==> config.mk <==
export PLATFORM = sky130hd
export DESIGN_NAME = mouse_pos_tracker
export DESIGN_NICKNAME = d
export VERILOG_FILES = /design/src/rtl/mouse_pkg.sv /design/src/rtl/ps2_byte_rx.sv /design/src/rtl/mouse_pos_tracker.sv
export SDC_FILE = /design/constraint.sdc
export NUM_CORES = 1
export LEC_CHECK = 0
export CELL_PAD_IN_SITES_DETAIL_PLACEMENT = 1
export CELL_PAD_IN_SITES_GLOBAL_PLACEMENT = 1
export CORE_MARGIN = 4
export CORE_UTILIZATION = 30
export CTS_CLUSTER_DIAMETER = 80
export CTS_CLUSTER_SIZE = 10
export DETAILED_ROUTE_END_ITERATION = 8
export DONT_BUFFER_PORTS = 1
export GPL_ROUTABILITY_DRIVEN = 0
export PLACE_DENSITY_LB_ADDON = 0.08
export SYNTH_ARGS = -nofsm -noshare
export SYNTH_HDL_FRONTEND = slang
export SYNTH_SLANG_ARGS = --single-unit
==> constraint.sdc <==
create_clock -name clk -period 6.7 [get_ports clk]
set_input_delay 1.675 -clock clk [delete_from_list [all_inputs] [get_ports clk]]
set_output_delay 1.675 -clock clk [all_outputs]
set_load 0.1 [all_outputs]
==> src/rtl/mouse_pkg.sv <==
// rtl/mouse_pkg.sv - shared types and constants for the PS/2 mouse position tracker
package mouse_pkg;

    typedef enum logic [1:0] {
        FR_IDLE,
        FR_DATA,
        FR_PARITY,
        FR_STOP
    } frame_state_t;

    typedef enum logic [1:0] {
        PKT_B0,
        PKT_B1,
        PKT_B2
    } pkt_state_t;

    // Status byte bit positions (buttons are bits 0 and 1)
    localparam int LBTN_BIT  = 0;
    localparam int RBTN_BIT  = 1;
    localparam int SYNC_BIT  = 3;
    localparam int XSIGN_BIT = 4;
    localparam int YSIGN_BIT = 5;
    localparam int XOVF_BIT  = 6;
    localparam int YOVF_BIT  = 7;

    localparam int SCREEN_W = 800;
    localparam int SCREEN_H = 600;

    typedef struct packed {
        logic yovf;
        logic xovf;
        logic ysign;
        logic xsign;
        logic rbtn;
        logic lbtn;
    } status_t;

endpackage

==> src/rtl/ps2_byte_rx.sv <==
// rtl/ps2_byte_rx.sv - PS/2 pin synchronizer and byte framer; MOUSE_POS_TRACKER_PARITY_CHECK_EN enables odd-parity checking
module ps2_byte_rx
    import mouse_pkg::*;
#(
    parameter int TIMEOUT_CYC = 40000
) (
    input  logic       clk,
    input  logic       rst,
    input  logic       ps2_clk_i,
    input  logic       ps2_data_i,
    output logic       byte_valid_o,
    output logic       byte_err_o,
    output logic [7:0] byte_o
);

    localparam logic [15:0] TMO_LIMIT = 16'(TIMEOUT_CYC);

    logic clk_s1_q, clk_s2_q, clk_s3_q;
    logic data_s1_q, data_s2_q;
    logic strobe_q, sdata_q;

    frame_state_t state_q, state_d;
    logic [2:0]   cnt_q, cnt_d;
    logic [7:0]   shift_q, shift_d;
    logic         par_q, par_d;
    logic [15:0]  tmo_q, tmo_d;
    logic         valid_q, valid_d;
    logic         err_q, err_d;
    logic         par_good;
    logic         tmo_hit;

    // Two-stage synchronizers plus edge register; idle-high reset avoids a false edge
    always_ff @(posedge clk) begin
        if (rst) begin
            clk_s1_q  <= 1'b1;
            clk_s2_q  <= 1'b1;
            clk_s3_q  <= 1'b1;
            data_s1_q <= 1'b1;
            data_s2_q <= 1'b1;
            strobe_q  <= 1'b0;
            sdata_q   <= 1'b1;
        end else begin
            clk_s1_q  <= ps2_clk_i;
            clk_s2_q  <= clk_s1_q;
            clk_s3_q  <= clk_s2_q;
            data_s1_q <= ps2_data_i;
            data_s2_q <= data_s1_q;
            strobe_q  <= clk_s3_q & ~clk_s2_q;
            sdata_q   <= data_s2_q;
        end
    end

`ifdef MOUSE_POS_TRACKER_PARITY_CHECK_EN
    assign par_good = ^{shift_q, par_q};
`else
    // Parity bit is still captured but never rejects a byte
    assign par_good = par_q | 1'b1;
`endif

    assign tmo_hit = (state_q != FR_IDLE) && (tmo_q == TMO_LIMIT);

    // Frame FSM state and datapath registers
    always_ff @(posedge clk) begin
        if (rst) begin
            state_q <= FR_IDLE;
            cnt_q   <= '0;
            shift_q <= '0;
            par_q   <= 1'b0;
            tmo_q   <= '0;
            valid_q <= 1'b0;
            err_q   <= 1'b0;
        end else begin
            state_q <= state_d;
            cnt_q   <= cnt_d;
            shift_q <= shift_d;
            par_q   <= par_d;
            tmo_q   <= tmo_d;
            valid_q <= valid_d;
            err_q   <= err_d;
        end
    end

    // Frame next-state: timeout beats any strobe landing in the same cycle
    always_comb begin
        state_d = state_q;
        cnt_d   = cnt_q;
        shift_d = shift_q;
        par_d   = par_q;
        tmo_d   = tmo_q;
        valid_d = 1'b0;
        err_d   = 1'b0;

        if (state_q == FR_IDLE || strobe_q) begin
            tmo_d = '0;
        end else begin
            tmo_d = tmo_q + 16'd1;
        end

        if (tmo_hit) begin
            state_d = FR_IDLE;
            tmo_d   = '0;
            err_d   = 1'b1;
        end else if (strobe_q) begin
            case (state_q)
                FR_IDLE: begin
                    if (!sdata_q) begin
                        state_d = FR_DATA;
                        cnt_d   = '0;
                    end
                end
                FR_DATA: begin
                    shift_d = {sdata_q, shift_q[7:1]};
                    cnt_d   = cnt_q + 3'd1;
                    if (cnt_q == 3'd7) begin
                        state_d = FR_PARITY;
                    end
                end
                FR_PARITY: begin
                    par_d   = sdata_q;
                    state_d = FR_STOP;
                end
                FR_STOP: begin
                    if (sdata_q && par_good) begin
                        valid_d = 1'b1;
                    end else begin
                        err_d = 1'b1;
                    end
                    state_d = FR_IDLE;
                end
                default: state_d = FR_IDLE;
            endcase
        end
    end

    assign byte_valid_o = valid_q;
    assign byte_err_o   = err_q;
    assign byte_o       = shift_q;

endmodule

==> src/rtl/mouse_pos_tracker.sv <==
// rtl/mouse_pos_tracker.sv - PS/2 mouse packet decoder and clamped cursor accumulator; MOUSE_POS_TRACKER_PARITY_CHECK_EN enables parity checking
module mouse_pos_tracker
    import mouse_pkg::*;
#(
    parameter int X_MAX       = SCREEN_W - 1,
    parameter int Y_MAX       = SCREEN_H - 1,
    parameter int X_RESET     = SCREEN_W / 2,
    parameter int Y_RESET     = SCREEN_H / 2,
    parameter int TIMEOUT_CYC = 40000
) (
    input  logic        clk,
    input  logic        rst,
    input  logic        ps2_clk,
    input  logic        ps2_data,
    output logic [11:0] xpos,
    output logic [11:0] ypos,
    output logic        left,
    output logic        right,
    output logic        event_o
);

    localparam logic signed [13:0] X_MAX_S  = 14'(X_MAX);
    localparam logic signed [13:0] Y_MAX_S  = 14'(Y_MAX);
    localparam logic [11:0]        X_RST_12 = 12'(X_RESET);
    localparam logic [11:0]        Y_RST_12 = 12'(Y_RESET);

    logic       byte_valid;
    logic       byte_err;
    logic [7:0] rx_byte;

    pkt_state_t pkt_q, pkt_d;
    status_t    st_q, st_d;
    logic [7:0] dx_q, dx_d;
    logic       apply;

    logic [11:0] xpos_q, xpos_d, ypos_q, ypos_d;
    logic        left_q, left_d, right_q, right_d, event_q, event_d;

    logic signed [13:0] dx_s, dy_s, nx, ny;

    ps2_byte_rx #(
        .TIMEOUT_CYC (TIMEOUT_CYC)
    ) u_rx (
        .clk          (clk),
        .rst          (rst),
        .ps2_clk_i    (ps2_clk),
        .ps2_data_i   (ps2_data),
        .byte_valid_o (byte_valid),
        .byte_err_o   (byte_err),
        .byte_o       (rx_byte)
    );

    // Packet FSM state and latched status/dx
    always_ff @(posedge clk) begin
        if (rst) begin
            pkt_q <= PKT_B0;
            st_q  <= '0;
            dx_q  <= '0;
        end else begin
            pkt_q <= pkt_d;
            st_q  <= st_d;
            dx_q  <= dx_d;
        end
    end

    // Packet next-state: any bad byte resynchronises to the status byte
    always_comb begin
        pkt_d = pkt_q;
        st_d  = st_q;
        dx_d  = dx_q;
        apply = 1'b0;
        if (byte_err) begin
            pkt_d = PKT_B0;
        end else if (byte_valid) begin
            case (pkt_q)
                PKT_B0: begin
                    if (rx_byte[SYNC_BIT]) begin
                        st_d.lbtn  = rx_byte[LBTN_BIT];
                        st_d.rbtn  = rx_byte[RBTN_BIT];
                        st_d.xsign = rx_byte[XSIGN_BIT];
                        st_d.ysign = rx_byte[YSIGN_BIT];
                        st_d.xovf  = rx_byte[XOVF_BIT];
                        st_d.yovf  = rx_byte[YOVF_BIT];
                        pkt_d      = PKT_B1;
                    end
                end
                PKT_B1: begin
                    dx_d  = rx_byte;
                    pkt_d = PKT_B2;
                end
                PKT_B2: begin
                    apply = 1'b1;
                    pkt_d = PKT_B0;
                end
                default: pkt_d = PKT_B0;
            endcase
        end
    end

    // Signed accumulate with clamp; PS/2 y grows upward, screen y grows downward
    always_comb begin
        dx_s    = st_q.xovf ? 14'sd0 : {{6{st_q.xsign}}, dx_q};
        dy_s    = st_q.yovf ? 14'sd0 : {{6{st_q.ysign}}, rx_byte};
        nx      = $signed({2'b00, xpos_q}) + dx_s;
        ny      = $signed({2'b00, ypos_q}) - dy_s;
        xpos_d  = xpos_q;
        ypos_d  = ypos_q;
        left_d  = left_q;
        right_d = right_q;
        event_d = apply;
        if (apply) begin
            if (nx[13]) begin
                xpos_d = '0;
            end else if (nx > X_MAX_S) begin
                xpos_d = X_MAX_S[11:0];
            end else begin
                xpos_d = nx[11:0];
            end
            if (ny[13]) begin
                ypos_d = '0;
            end else if (ny > Y_MAX_S) begin
                ypos_d = Y_MAX_S[11:0];
            end else begin
                ypos_d = ny[11:0];
            end
            left_d  = st_q.lbtn;
            right_d = st_q.rbtn;
        end
    end

    // Registered outputs so position, buttons and event change together
    always_ff @(posedge clk) begin
        if (rst) begin
            xpos_q  <= X_RST_12;
            ypos_q  <= Y_RST_12;
            left_q  <= 1'b0;
            right_q <= 1'b0;
            event_q <= 1'b0;
        end else begin
            xpos_q  <= xpos_d;
            ypos_q  <= ypos_d;
            left_q  <= left_d;
            right_q <= right_d;
            event_q <= event_d;
        end
    end

    assign xpos    = xpos_q;
    assign ypos    = ypos_q;
    assign left    = left_q;
    assign right   = right_q;
    assign event_o = event_q;

endmodule
==> results_dict.tcl <==
set metrics [dict create \
    drt_iter0_markers 88 \
    dp_cells 707 \
    postCtsHoldBufs 0 \
    root_buffer "clkbuf_16" \
    synth_largest_area_cell "dfxtp_1" \
    crit_chain "inv_1, ha_1, fa_1, nand2b_1, a21oi_1, o211ai_1, o211ai_1, nand4_2, a21o_1, o41ai_1" \
    async_reset_ff_frac 0 \
    worstHoldPathType "flop to flop" \
    muxShareOfSynthArea 0.0465 \
    p_seq_frac 0.464 \
    clkLatencyLatePin_ns 0.34 \
    drive_gt1_frac 0.108 \
    slowest_stage "dfxtp_1" \
    syn_to_final_growth_pct 11.6 \
    cts_num_sinks 81 \
    yosysSeqAreaShare 0.348 \
    maxSlewHeadroom 0.285 \
    vdd_drop_max_mv 0.166 \
    comb_power_share 0.004 \
    synth_adder_area_share 0.103 \
    synth_edf_count 0 \
    syn_area_um2 4660 \
    p_int_uw 834 \
    grt_overflow 0 \
    crit_path_max_fanout 8 \
    final_max_slew_viol_count 0 \
    cts-buffers-inserted 9 \
    setup_violations 0 \
    worst_hold_path.num_cells 1 \
    start_util 0.306 \
    critPathMaxStageDelay_ns 0.97 \
    io_pins 31 \
    drt-total-wl_um 12000 \
    finClkSkew_ns 0.00812 \
    die_y_um 133 \
    cellPowerDensity_nw_per_um2 201 \
    post_cts_buffers 0 \
    synth_ff_type "dfxtp_1" \
    ant_nets 0 \
    grt_pass1_wl_um 19900 \
    pwr-share-clk 0.533 \
    rows 45 \
    synth_top_area_frac 0.348 \
    syn-num-nets 572 \
    switchingPower_uw 209 \
    drv_cap 0 \
    startpoint "ypos[0]" \
    worstPathRequired_ns 6.94 \
    die-area_um2 17600 \
    grtUsageTotal 0.141 \
    synth_top_family_by_area "simple AND/OR/NAND/NOR gates" \
    status "complete, no violations" \
    seq_area_um2 1620 \
    ys_seq_elements 81 \
    rsz0062_at_grt "false" \
    dr.pass1.iters 4 \
    crit_type "flop to flop" \
    viasPerCell 5.16 \
    port-buffer-count 0 \
    r2r_start "ypos[0]" \
    clkTransAtPathRegs_ns 0.06 \
    worst_pin_slew_ns 1.07 \
    layout_setup_ws_ns 3.15 \
    dpl.hpwl_um 8940 \
    final_net_count 571 \
    hold_viol 0 \
    pre_cts_slack_ns 3.15 \
    n_fill_cell 1783 \
    antenna_found_initial 0 \
    end_kind "flop" \
    grt_pass1_vias 3802 \
    drc_errors 0 \
    p_sw_frac 0.201 \
    core_area_um2 15200 \
    ctsHtreeMaxLevel 3 \
    reg2regPathDepth 10 \
    startpoint_type "flop" \
    diodes 0 \
    synth_compound_area_frac 0.196 \
    wl_per_cell_um 16.6 \
    yosysUniqueCellTypes 70 \
    period_needed_ns 3.55 \
    cp_common_cell "o211ai_1" \
    layout_worst_path_cycle_share 0.530 \
    yosys_warnings 0 \
    grt_max_degree 58 \
    synth_cells 531 \
    timing.fmax_ghz 0.282 \
    p_leak_uw 0.00203 \
    instances_no_fill 723 \
    yosys.area_share.xor_xnor 0.0524 \
    ctsResizeCount 0 \
    cts_tree "built" \
    synthSimpleGateAreaFrac 0.223 \
    tns_ns 0 \
    vias 3731 \
    clockBufferDepth 2 \
    die_x_um 133 \
    worstHoldStart "u_rx.clk_s1_q" \
    synth.avg_cell_area_um2 8.77 \
    crit_arrival_ns 3.79 \
    synth_area_leaders "dfxtp_1, ha_1, nor2_1, nand2_1, mux2i_1" \
    multi_input_area_um2 2900 \
]
[metal layers]
metal	track usage	vias to the layer above	wire, um
li1	-	1895	-
met1	0.181	1793	5920
met2	0.235	33	5590
met3	0.0403	10	392
met4	0.0312	0	127
met5	0	-	0
[power by group through the flow]
stage          Clock (uW)  Combinational [uW]  Sequential, uW
6_report              556                3.75             484
5_1_grt               596                4.12             483
4_1_cts               575                3.85             484
3_5_place_dp            0                3.85             495
3_3_place_gp            0                3.78             494
2_1_floorplan           0                6.74             494
[placed cells by master (no fill, tap or decap), drive strengths merged, types with 2 or more instances in the layout]
cell and count:
nand3 13, o211a 4, nand2 50, clkbuf 11, o21a 4, buf 2
o21ai 21, o311ai 4, o211ai 9, o31a 2, nand3b 2, clkinv 2
and3 8, nor3 8, a22oi 4, a21o 6, nor4b 3, and2 4
o31ai 3, nor3b 2, xnor2 10, xor2 17, or2 12, a211oi 14
a21oi 35, nand4 6, inv 25, a221o 3, a22o 2, a41oi 2
a221oi 3, nand2b 14, ha 35, or3 8, mux2i 20, nor2 57
bufinv 2, fa 2, nor2b 15, dfxtp 81
[final timing paths]
kind,end,slack [ns]
max,ypos[7],3.15
min,u_rx.clk_s2_q,0.41
max reg2reg,ypos[7],3.15
min reg2reg,u_rx.clk_s2_q,0.41
[cell usage after synthesis, types with 5 or more instances]
library cell / number
dfxtp_1: 81
nor2_1: 57
nand2_1: 50
ha_1: 35
a21oi_1: 32
inv_1: 24
mux2i_1: 18
xor2_1: 17
o21ai_0: 16
nor2b_1: 15
nand2b_1: 14
a211oi_1: 13
clkbuf_1: 13
nand3_1: 12
or2_2: 11
xnor2_1: 9
nor3_1: 8
o211ai_1: 7
a21o_1: 6
and3_1: 6
or3_1: 6
nand4_1: 5
[kinds of logic (layout without fill, tap and decap cells)]
group	after synthesis	count (layout)
AO/OA/AOI/OAI	123	123
multiplexers	20	20
XOR/XNOR	27	27
adder cells (fa/ha/maj)	37	37
buffers and inverters	38	42
AND/OR/NAND/NOR	205	205
flip-flops	81	81
[metrics by stage]
stage | hold slack [ns] | util | instance area, um^2 | total power, uW
finish | 0.408 | 0.342 | 5200 | 1040
global route | 0.435 | 0.342 | 5200 | 1080
CTS | 0.410 | 0.342 | 5200 | 1060
detailed placement | 0.395 | 0.320 | 4860 | 498
global placement | 0.391 | 0.320 | 4860 | 498
floorplan | 0.389 | - | 4660 | 501
[cell type report]
cell class | instances | area share
clock buffer | 11 | 0.0486
tap | 188 | 0.0453
timing repair buffer | 2 | 0.00289
multi-input combinational | 412 | 0.557
clock inverter | 5 | 0.0166
inverter | 24 | 0.0173
sequential | 81 | 0.312
[worst max-delay path, delay by kind of cell, from the launching register on]
family	cells	cell delay, ns
DFF	1	0.97
adders and majority gates	2	0.65
AOI/OAI and AO/OA	5	1.26
and+or+nand+nor	2	0.47
buffers and inverters	1	0.10
[flip-flops by register name (all words and copies together) (netlist names), 2 cells and up]
register      cells
dx_q              8
pkt_q             2
st_q              6
u_rx.byte_o       8
u_rx.cnt_q        3
u_rx.state_q      2
u_rx.tmo_q       16
xpos             12
ypos             12
Power figures use the tool's default switching activity.
